## config.mk

```make
export PLATFORM = sky130hd
export DESIGN_NAME = mbinit_sb_tx_arbiter
export DESIGN_NICKNAME = d
export VERILOG_FILES = /design/src/rtl/mbinit_pkg.sv /design/src/rtl/ltsm_rr_pick.sv /design/src/rtl/mbinit_sb_tx_arbiter.sv
export SDC_FILE = /design/constraint.sdc
export NUM_CORES = 1
export LEC_CHECK = 0
export CAP_MARGIN = 10
export CORE_UTILIZATION = 29
export CTS_BUF_LIST = sky130_fd_sc_hd__clkbuf_4
export CTS_CLUSTER_SIZE = 25
export DETAILED_ROUTE_END_ITERATION = 16
export HOLD_SLACK_MARGIN = 0.1
export SETUP_SLACK_MARGIN = 0.4
export SYNTH_ARGS = -nofsm -noshare
export SYNTH_HDL_FRONTEND = slang
export SYNTH_SLANG_ARGS = --single-unit
```

## constraint.sdc

```tcl
create_clock -name CLK -period 8.3 [get_ports CLK]
set_input_delay 1.245 -clock CLK [delete_from_list [all_inputs] [get_ports CLK]]
set_output_delay 1.245 -clock CLK [all_outputs]
set_load 0.02 [all_outputs]
```

## src/rtl/mbinit_pkg.sv

```systemverilog
`default_nettype none
// ============================================================================
// mbinit_pkg : shared MBINIT types, sideband message codes and helpers
// Rev 1.0
// ============================================================================
package mbinit_pkg;

    localparam int MSG_W_DEF  = 4;
    localparam int INFO_W_DEF = 3;

    localparam logic [3:0] SB_MSG_NONE                 = 4'h0;
    localparam logic [3:0] SB_MSG_REPAIRCLK_INIT_REQ   = 4'h1;
    localparam logic [3:0] SB_MSG_REPAIRCLK_INIT_RESP  = 4'h2;
    localparam logic [3:0] SB_MSG_REPAIRCLK_RESULT_REQ = 4'h3;
    localparam logic [3:0] SB_MSG_REPAIRCLK_RESULT_RSP = 4'h4;
    localparam logic [3:0] SB_MSG_REPAIRCLK_DONE_REQ   = 4'h5;
    localparam logic [3:0] SB_MSG_REPAIRCLK_DONE_RESP  = 4'h6;
    localparam logic [3:0] SB_MSG_REPAIRVAL_INIT_REQ   = 4'h7;
    localparam logic [3:0] SB_MSG_REPAIRVAL_INIT_RESP  = 4'h8;
    localparam logic [3:0] SB_MSG_REPAIRVAL_RESULT_REQ = 4'h9;
    localparam logic [3:0] SB_MSG_REPAIRVAL_RESULT_RSP = 4'hA;
    localparam logic [3:0] SB_MSG_REPAIRVAL_DONE_REQ   = 4'hB;
    localparam logic [3:0] SB_MSG_REPAIRVAL_DONE_RESP  = 4'hC;

    typedef enum logic [1:0] {
        ARB_IDLE = 2'd0,
        ARB_SEND = 2'd1,
        ARB_WAIT = 2'd2,
        ARB_GAP  = 2'd3
    } arb_state_t;

    // Index width that stays legal for a single-entry vector.
    function automatic int idx_width(input int n);
        return (n > 1) ? $clog2(n) : 1;
    endfunction

endpackage : mbinit_pkg
`default_nettype wire

```

## src/rtl/ltsm_rr_pick.sv

```systemverilog
`default_nettype none
// ============================================================================
// ltsm_rr_pick : combinational round-robin pick (first set bit at/after ptr)
// Rev 1.0
// ============================================================================
module ltsm_rr_pick #(
    parameter int NUM_REQ = 4,
    parameter int IDX_W   = 2
) (
    input  logic [NUM_REQ-1:0] req,
    input  logic [IDX_W-1:0]   ptr,
    output logic [NUM_REQ-1:0] grant,
    output logic [IDX_W-1:0]   idx,
    output logic               any
);

    always_comb begin : p_pick
        int k;
        k     = 0;
        grant = '0;
        idx   = '0;
        any   = 1'b0;
        for (int i = 0; i < NUM_REQ; i++) begin
            k = int'(ptr) + i;
            if (k >= NUM_REQ) begin
                k = k - NUM_REQ;
            end
            if (!any && req[k]) begin
                any      = 1'b1;
                grant[k] = 1'b1;
                idx      = IDX_W'(k);
            end
        end
    end

endmodule : ltsm_rr_pick
`default_nettype wire

```

## src/rtl/mbinit_sb_tx_arbiter.sv

```systemverilog
`default_nettype none
// ============================================================================
// mbinit_sb_tx_arbiter : round-robin owner of the MBINIT sideband TX port
// Rev 1.0
// ============================================================================
module mbinit_sb_tx_arbiter
    import mbinit_pkg::*;
#(
    parameter int NUM_REQ     = 4,
    parameter int MSG_W       = MSG_W_DEF,
    parameter int INFO_W      = INFO_W_DEF,
    parameter int TIMEOUT_CYC = 8000
) (
    input  logic                      CLK,
    input  logic                      rst_n,
    input  logic                      i_enable,
    input  logic [NUM_REQ-1:0]        i_req,
    input  logic [NUM_REQ*MSG_W-1:0]  i_req_msg,
    input  logic [NUM_REQ*INFO_W-1:0] i_req_info,
    input  logic                      i_falling_edge_busy,
    output logic [NUM_REQ-1:0]        o_grant,
    output logic [NUM_REQ-1:0]        o_done,
    output logic [MSG_W-1:0]          o_TX_SbMessage,
    output logic [INFO_W-1:0]         o_TX_info,
    output logic                      o_ValidOutData,
    output logic                      o_timeout_err
);

    localparam int IDX_W = idx_width(NUM_REQ);
    localparam int TMR_W = $clog2(TIMEOUT_CYC + 1);

    localparam logic [IDX_W-1:0] LAST_IDX = IDX_W'(NUM_REQ - 1);
    localparam logic [TMR_W-1:0] TMR_LAST = TMR_W'(TIMEOUT_CYC - 1);
    localparam logic [TMR_W-1:0] TMR_MAX  = TMR_W'(TIMEOUT_CYC);

    arb_state_t          state, state_nxt;
    logic [NUM_REQ-1:0]  grant_q, grant_nxt;
    logic [NUM_REQ-1:0]  done_q, done_nxt;
    logic [MSG_W-1:0]    msg_q, msg_nxt;
    logic [INFO_W-1:0]   info_q, info_nxt;
    logic                valid_q, valid_nxt;
    logic                err_q, err_nxt;
    logic [IDX_W-1:0]    ptr_q, ptr_nxt;
    logic [IDX_W-1:0]    owner_q, owner_nxt;
    logic [TMR_W-1:0]    timer_q, timer_nxt;

    logic [NUM_REQ-1:0]  pick_grant;
    logic [IDX_W-1:0]    pick_idx;
    logic                pick_any;

    ltsm_rr_pick #(
        .NUM_REQ (NUM_REQ),
        .IDX_W   (IDX_W)
    ) u_pick (
        .req   (i_req),
        .ptr   (ptr_q),
        .grant (pick_grant),
        .idx   (pick_idx),
        .any   (pick_any)
    );

    always_ff @(posedge CLK or negedge rst_n) begin
        if (!rst_n) begin
            state   <= ARB_IDLE;
            grant_q <= '0;
            done_q  <= '0;
            msg_q   <= '0;
            info_q  <= '0;
            valid_q <= 1'b0;
            err_q   <= 1'b0;
            ptr_q   <= '0;
            owner_q <= '0;
            timer_q <= '0;
        end else begin
            state   <= state_nxt;
            grant_q <= grant_nxt;
            done_q  <= done_nxt;
            msg_q   <= msg_nxt;
            info_q  <= info_nxt;
            valid_q <= valid_nxt;
            err_q   <= err_nxt;
            ptr_q   <= ptr_nxt;
            owner_q <= owner_nxt;
            timer_q <= timer_nxt;
        end
    end

    always_comb begin
        state_nxt = state;
        grant_nxt = grant_q;
        done_nxt  = '0;
        msg_nxt   = msg_q;
        info_nxt  = info_q;
        valid_nxt = 1'b0;
        err_nxt   = err_q;
        ptr_nxt   = ptr_q;
        owner_nxt = owner_q;
        timer_nxt = timer_q;

        if (!i_enable) begin
            // Substate left: drop everything, in-flight message is never acked.
            state_nxt = ARB_IDLE;
            grant_nxt = '0;
            msg_nxt   = '0;
            info_nxt  = '0;
            err_nxt   = 1'b0;
            ptr_nxt   = '0;
            owner_nxt = '0;
            timer_nxt = '0;
        end else begin
            unique case (state)
                ARB_IDLE: begin
                    grant_nxt = '0;
                    if (pick_any && !err_q) begin
                        grant_nxt = pick_grant;
                        owner_nxt = pick_idx;
                        msg_nxt   = i_req_msg[pick_idx*MSG_W +: MSG_W];
                        info_nxt  = i_req_info[pick_idx*INFO_W +: INFO_W];
                        state_nxt = ARB_SEND;
                    end
                end
                ARB_SEND: begin
                    valid_nxt = 1'b1;
                    timer_nxt = '0;
                    state_nxt = ARB_WAIT;
                end
                ARB_WAIT: begin
                    // Completion takes priority over a coincident timeout.
                    if (i_falling_edge_busy) begin
                        done_nxt  = grant_q;
                        grant_nxt = '0;
                        ptr_nxt   = (owner_q == LAST_IDX) ? '0 : owner_q + 1'b1;
                        state_nxt = ARB_GAP;
                    end else if (timer_q == TMR_LAST) begin
                        err_nxt   = 1'b1;
                        grant_nxt = '0;
                        state_nxt = ARB_IDLE;
                    end else if (timer_q != TMR_MAX) begin
                        timer_nxt = timer_q + 1'b1;
                    end
                end
                ARB_GAP: begin
                    state_nxt = ARB_IDLE;
                end
                default: begin
                    state_nxt = ARB_IDLE;
                    grant_nxt = '0;
                end
            endcase
        end
    end

    assign o_grant        = grant_q;
    assign o_done         = done_q;
    assign o_TX_SbMessage = msg_q;
    assign o_TX_info      = info_q;
    assign o_ValidOutData = valid_q;
    assign o_timeout_err  = err_q;

endmodule : mbinit_sb_tx_arbiter
`default_nettype wire

```

==> results of run 1 <==
-- flip-flops by register name, indices dropped and copies added, names as in the netlist --
name / cells
state: 2
timer_q: 13
o_ValidOutData: 1
o_done: 4
owner_q: 2
ptr_q: 2
o_TX_SbMessage: 4
o_grant: 4
o_TX_info: 3
o_timeout_err: 1
-- how the worst max path moves through the flow --
stage / start / slack [ns] / to / cells after the start
6_report: ptr_q[0]$_DFFE_PN0P_ / 4.82 / o_TX_SbMessage[1]$_DFFE_PN0P_ / 8
3_5_place_dp: i_req[2] / 4.48 / o_TX_info[2]$_DFFE_PN0P_ / 7
4_1_cts: ptr_q[0]$_DFFE_PN0P_ / 4.82 / o_TX_info[2]$_DFFE_PN0P_ / 8
2_1_floorplan: i_req[1] / 5.01 / o_TX_SbMessage[1]$_DFFE_PN0P_ / 8
5_1_grt: ptr_q[0]$_DFFE_PN0P_ / 4.53 / o_TX_SbMessage[3]$_DFFE_PN0P_ / 8
3_3_place_gp: i_req[2] / 4.55 / o_TX_info[2]$_DFFE_PN0P_ / 7
-- worst register-to-register path, cell delays in order (launching register included) --
cell and delay [ns]:
dfrtp_1 0.77, inv_1 0.20, ha_1 0.50, mux4_2 0.68, nor2b_2 0.33, o21a_4 0.21
nor2_4 0.08, mux2_4 0.30, a221o_1 0.32
-- per-layer routing --
metal	wire length, microns	vias to the layer above	share of wire, %	track usage, %
met5	0	-	0	0
met4	84	0	1.4	4.23
met3	292	8	4.8	3.32
met2	2850	43	47	22.2
met1	2850	1065	47	20.1
li1	-	1074	-	-
-- synthesized netlist by cell type (6+ instances only) --
cell type,number,area (sq um)
nand3_1,6,30.0
nand2_1,21,78.8
and3_1,8,50.1
clkbuf_1,8,30.0
o21ai_1,8,40.0
dfrtp_1,36,901
ha_1,6,75.1
a211oi_1,9,67.6
o21ai_0,8,40.0
inv_1,10,37.5
xnor2_1,6,52.6
a22oi_1,8,60.1
nor2_1,18,67.6
a21oi_1,14,70.1
-- metrics by stage --
step | hold slack [ns] | std cells | power [W] | setup WS (ns) | instance area [sq um]
floorplan | 0.471 | 261 | 0.000307 | 5.01 | 2460
global placement | 0.484 | 403 | 0.000362 | 4.55 | 3030
detailed placement | 0.486 | 403 | 0.000364 | 4.48 | 3030
CTS | 0.512 | 411 | 0.000493 | 4.82 | 3110
global route | 0.534 | 411 | 0.000516 | 4.53 | 3110
finish | 0.510 | 411 | 0.000486 | 4.82 | 3110
-- final cells by class --
type                    instances  share of cell area, %
inverters                      10                   1.21
well taps                     105                   4.23
clock buffers                   6                   1.45
clock inverters                 2                   1.13
repair buffers                 52                   16.6
multi-input cells             200                   46.4
flip-flops and latches         36                   29.0
-- cells by family after synthesis --
kind of cell	after synthesis
AO/OA/AOI/OAI	92
XOR/XNOR	6
adder cells (fa/ha/maj)	6
buffers and inverters	25
flip-flops	36
multiplexers	10
AND/OR/NAND/NOR	86
-- report_power, final --
part	internal [W]	switching [W]	leakage (nW)
Clock	0.0000664	0.0000593	0.0456
Sequential	0.000188	0.0000127	0.493
Combinational	0.0000741	0.0000852	0.750
==> impl_metrics.json, run 1 <==
{
  "grt_pass1_vias": 2023,
  "clkLatencyLatePin_ns": 0.35,
  "io_buffers": 52,
  "coreArea_sq_mm": 0.00822,
  "multi_input_area_sq_mm": 0.00144,
  "timing.rr.end": "o_TX_SbMessage[1]$_DFFE_PN0P_",
  "synth_cells": 261,
  "rsz0062_at_grt": "no",
  "dr_total_vias": 2190,
  "start_util_pct": 29.9,
  "status": "complete, no violations",
  "cts.clk_slew.worst_paths_ns": 0.11,
  "detail_route.wirelength_microns": 6080,
  "arrival_ns": 3.71,
  "grt_overflow": 0,
  "drt_iter0_markers": 114,
  "syn_avg_cell_area_sq_um": 9.42,
  "synth_edf_count": 0,
  "drv_slew": 0,
  "cts_setup_buffers": 0,
  "crit_path_max_incr_delay_ns": 0.77,
  "p_leak_nw": 1.29,
  "routabilityCongestion": 0.783,
  "max_freq_mhz": 287,
  "synth_flop_cell": "dfrtp_1",
  "die_w_microns": 94.1,
  "worstPathCellList": "inv_1 > ha_1 > mux4_2 > nor2b_2 > o21a_4 > nor2_4 > mux2_4 > a221o_1",
  "yosysSeqAreaShare_pct": 36.6,
  "layout.nets": 347,
  "synthArstFlopShare_pct": 100,
  "setup_violations": 0,
  "crit_buf_inv": 1,
  "tightestPinTransition_ns": 0.846,
  "root_buffer": "clkbuf_4",
  "synth_compound_area_share_pct": 28.2,
  "endpoint_kind": "flop",
  "die_area_sq_mm": 0.00885,
  "hold_end": "o_TX_SbMessage[2]$_DFFE_PN0P_",
  "yosys_warnings": 0,
  "synthAdderAreaFrac_pct": 3.05,
  "syn_area_sq_mm": 0.00246,
  "peakVddDrop_mv": 0.0592,
  "cts.sink_count": 36,
  "ant_nets": 0,
  "cellPowerDensity_mw_per_mm2": 156,
  "cts_tree": "done",
  "crit_type": "reg -> reg",
  "post-route-util_pct": 37.8,
  "area_growth_pct": 26.4,
  "cts_buffers": 5,
  "drc_errors": 0,
  "fill_cells": 815,
  "clockBufferDepth": 2,
  "grt_pass1_wl_microns": 9960,
  "drive_above_1_share_pct": 8.82,
  "hold_path_startpoint": "o_TX_SbMessage[2]$_DFFE_PN0P_",
  "relSlewSlack_pct": 43.4,
  "yosys.area_share.simple_pct": 18.8,
  "wl_per_cell_microns": 14.8,
  "grt_antenna_before_repair": 0,
  "cp_max_fo": 19,
  "synth_top_family_by_area": "compound AO/OA/AOI/OAI gates",
  "htree_levels": 2,
  "die_h_microns": 94.1,
  "rrSetupSlack_ns": 4.82,
  "finClkSkew_ns": 0.0144,
  "cp.required_ns": 8.53,
  "min_path_type": "reg -> reg",
  "r2r_cells": 8,
  "synth_nets": 303,
  "track_usage_pct": 14.5,
  "yosys.cell_types.count": 58,
  "synth_seq_cells": 36,
  "cts_hold_buf": 0,
  "cp_slowest_cell": "dfrtp_1",
  "dpl.hpwl_microns": 4670,
  "rows": 33,
  "viasPerCell": 5.33,
  "tns_ns": 0,
  "hold_viol": 0,
  "cts_resized": 0,
  "hold_path_depth": 2,
  "min_period_ns": 3.48,
  "fin_crit_sh_pct": 41.9,
  "synthMuxAreaShare_pct": 6.46,
  "firstDrtPassIters": 4,
  "maxCapViolCount": 0,
  "synth_xor_area_share_pct": 2.14,
  "grt_max_degree": 37,
  "startpoint_type": "flop",
  "mostFrequentLayoutCells": "clkdlybuf4s50_1 (51), dfrtp_1 (36), nand2_1 (21)",
  "worstReg2RegStart": "ptr_q[0]$_DFFE_PN0P_",
  "critPathTopFamily": "multiplexers",
  "num_io_pins": 53,
  "regArea_sq_um": 901,
  "diodes": 0,
  "final_common_cell": "clkdlybuf4s50_1"
}
No activity file was read; power rests on OpenSTA's default activity.
==> inputs of run 2 (changes only) <==
- clock period: 8.3 -> 3.55 ns (I/O delays scaled with it)
==> run 2 against run 1 <==
Compared with the run above:
- first-iteration DRC count shrank 12%
- combinational power is 140% higher
- die area is the same
- clock-buffer cell count is the same
- routed wire length grew 1.3%
- clock skew fell by 0.0060 ns
- global-route usage is 0.19 points higher
- setup slack got worse by 4.3 ns
- flip-flop and latch count unchanged
- highest routed layer unchanged
==> impl_metrics.json, run 2 (synthesis gave the netlist of run 1 again) <==
{
  "tightestPinTransition_ns": 0.781,
  "start_util_pct": 29.9,
  "min_path_type": "in -> async",
  "grt_pass1_wl_microns": 10100,
  "met2_usage_pct": 22.7,
  "arrival_ns": 3.23,
  "internal_power_w": 0.000701,
  "die_area_sq_mm": 0.00885,
  "mostFrequentLayoutCells": "clkdlybuf4s50_1 (51), dfrtp_1 (35), nand2_1 (21)",
  "grt_pass1_vias": 2046,
  "pwr-share-clk_pct": 20.3,
  "cp_max_fo": 10,
  "power.net_switching_w": 0.000368,
  "drt_iter0_markers": 100,
  "drive_above_1_share_pct": 10.0,
  "cts_buffers": 5,
  "final_common_cell": "clkdlybuf4s50_1",
  "wl_per_cell_microns": 14.9,
  "comb_power_share_pct": 36.1,
  "drc_errors": 0,
  "root_buffer": "clkbuf_4",
  "cts_tree": "done",
  "area_growth_pct": 26.7,
  "use_met1_pct": 19.7,
  "maxCapViolCount": 0,
  "dr_total_vias": 2188,
  "final_area_sq_mm": 0.00311,
  "die_h_microns": 94.1,
  "num_io_pins": 53,
  "rsz0062_at_grt": "no",
  "coreArea_sq_mm": 0.00822,
  "crit_type": "reg -> reg",
  "diodes": 0,
  "cts.sink_count": 36,
  "finClkSkew_ns": 0.00842,
  "cts.clk_slew.worst_paths_ns": 0.11,
  "cp-endpoint": "o_TX_SbMessage[3]$_DFFE_PN0P_",
  "grt_overflow": 0,
  "grt-busiest-layer": "met2",
  "routabilityCongestion": 0.797,
  "use_met3_pct": 3.56,
  "status": "complete, no violations",
  "viasPerCell": 5.29,
  "dpl.hpwl_microns": 4770,
  "min_period_ns": 3.02,
  "regMostFlops": "timer_q",
  "hold_viol": 0,
  "worstReg2RegStart": "ptr_q[1]$_DFFE_PN0P_",
  "htree_levels": 2,
  "relSlewSlack_pct": 47.9,
  "critPathLaunch": "ptr_q[1]$_DFFE_PN0P_",
  "r2r_cells": 7,
  "cp.required_ns": 3.77,
  "pwr-share-seq_pct": 43.7,
  "cellPowerDensity_mw_per_mm2": 343,
  "track_usage_pct": 14.6,
  "largest_reg_flops": 13,
  "tns_ns": 0,
  "firstDrtPassIters": 4,
  "peakVddDrop_mv": 0.100,
  "io_buffers": 52,
  "rrSetupSlack_ns": 0.53,
  "timing.rr.end": "o_TX_SbMessage[3]$_DFFE_PN0P_",
  "max_freq_mhz": 332,
  "drv_slew": 0,
  "setup_violations": 0,
  "endpoint_kind": "flop",
  "rows": 33,
  "grt_max_degree": 37,
  "grt_antenna_before_repair": 0,
  "detail_route.wirelength_microns": 6160,
  "clockBufferDepth": 2,
  "clkLatencyLatePin_ns": 0.33,
  "layout.nets": 351,
  "post_dp_cell_area_sq_mm": 0.00306,
  "p_leak_nw": 1.30,
  "ant_nets": 0,
  "fin_crit_sh_pct": 85.0,
  "startpoint_type": "flop",
  "die_w_microns": 94.1,
  "switching_share_pct": 34.4
}
run 2: cell count changes in the layout (fill, tap and decap cells not counted), sizes merged:
| cell | delta |
|---|---|
| buf | +4 |
| bufinv | -1 |
run 2: what timing repair did:
| action | CTS | global route |
|---|---|---|
| hold buffers | 0 | 0 |
| setup endpoints to repair | 0 | 5 |
| gates resized for setup | 0 | 2 |
| setup buffers | 0 | 0 |
| hold endpoints to repair | 0 | 0 |
run 2: power groups by stage:
stage	sequential (W)	clock [W]	combinational (W)
5_1_grt	0.000473	0.000250	0.000421
2_1_floorplan	0.000493	0	0.000225
3_5_place_dp	0.000475	0	0.000383
6_report	0.000467	0.000217	0.000385
4_1_cts	0.000466	0.000227	0.000385
3_3_place_gp	0.000473	0	0.000379
run 2: metrics by stage:
step                cells  power [W]  setup slack [ns]  util [%]  hold WS [ns]
floorplan             261   0.000718             0.661         -         0.237
global placement      407   0.000853             0.522      37.2         0.489
detailed placement    407   0.000857             0.465      37.2         0.500
CTS                   414    0.00108             0.448      37.8         0.286
global route          414    0.00114             0.411      37.9         0.302
finish                414    0.00107             0.534      37.9         0.264
run 2: area by class of cell:
| cell class | instances | area (sq um) |
|---|---|---|
| clock buffer | 6 | 45.0 |
| timing repair buffer | 56 | 546 |
| sequential | 36 | 902 |
| tap | 105 | 131 |
| clock inverter | 1 | 5.00 |
| multi-input combinational | 200 | 1450 |
| fill | 829 | 5100 |
| inverter | 10 | 37.5 |
run 2: worst min path at each step:
stage / startpoint / endpoint / slack, ns
after floorplan: rst_n / o_TX_SbMessage[0]$_DFFE_PN0P_ / 0.24
after detailed placement: o_TX_SbMessage[0]$_DFFE_PN0P_ / o_TX_SbMessage[0]$_DFFE_PN0P_ / 0.50
final: rst_n / timer_q[3]$_DFFE_PN0P_ / 0.26
after global routing: rst_n / timer_q[3]$_DFFE_PN0P_ / 0.30
after global placement: o_TX_SbMessage[0]$_DFFE_PN0P_ / o_TX_SbMessage[0]$_DFFE_PN0P_ / 0.49
after CTS: rst_n / timer_q[0]$_DFFE_PN0P_ / 0.29
run 2: critical path: stages (launching register included):
cell     delay [ns]
dfrtp_2        0.48
inv_1          0.11
ha_1           0.45
mux4_2         0.68
a21o_2         0.29
nor2_4         0.24
mux2_4         0.33
a221o_1        0.32
run 2: metal layers:
layer,up-vias,part of all wire (%)
met3,8,2.9
met4,0,1.6
met1,1065,48
met2,35,47
li1,1080,-
met5,-,0
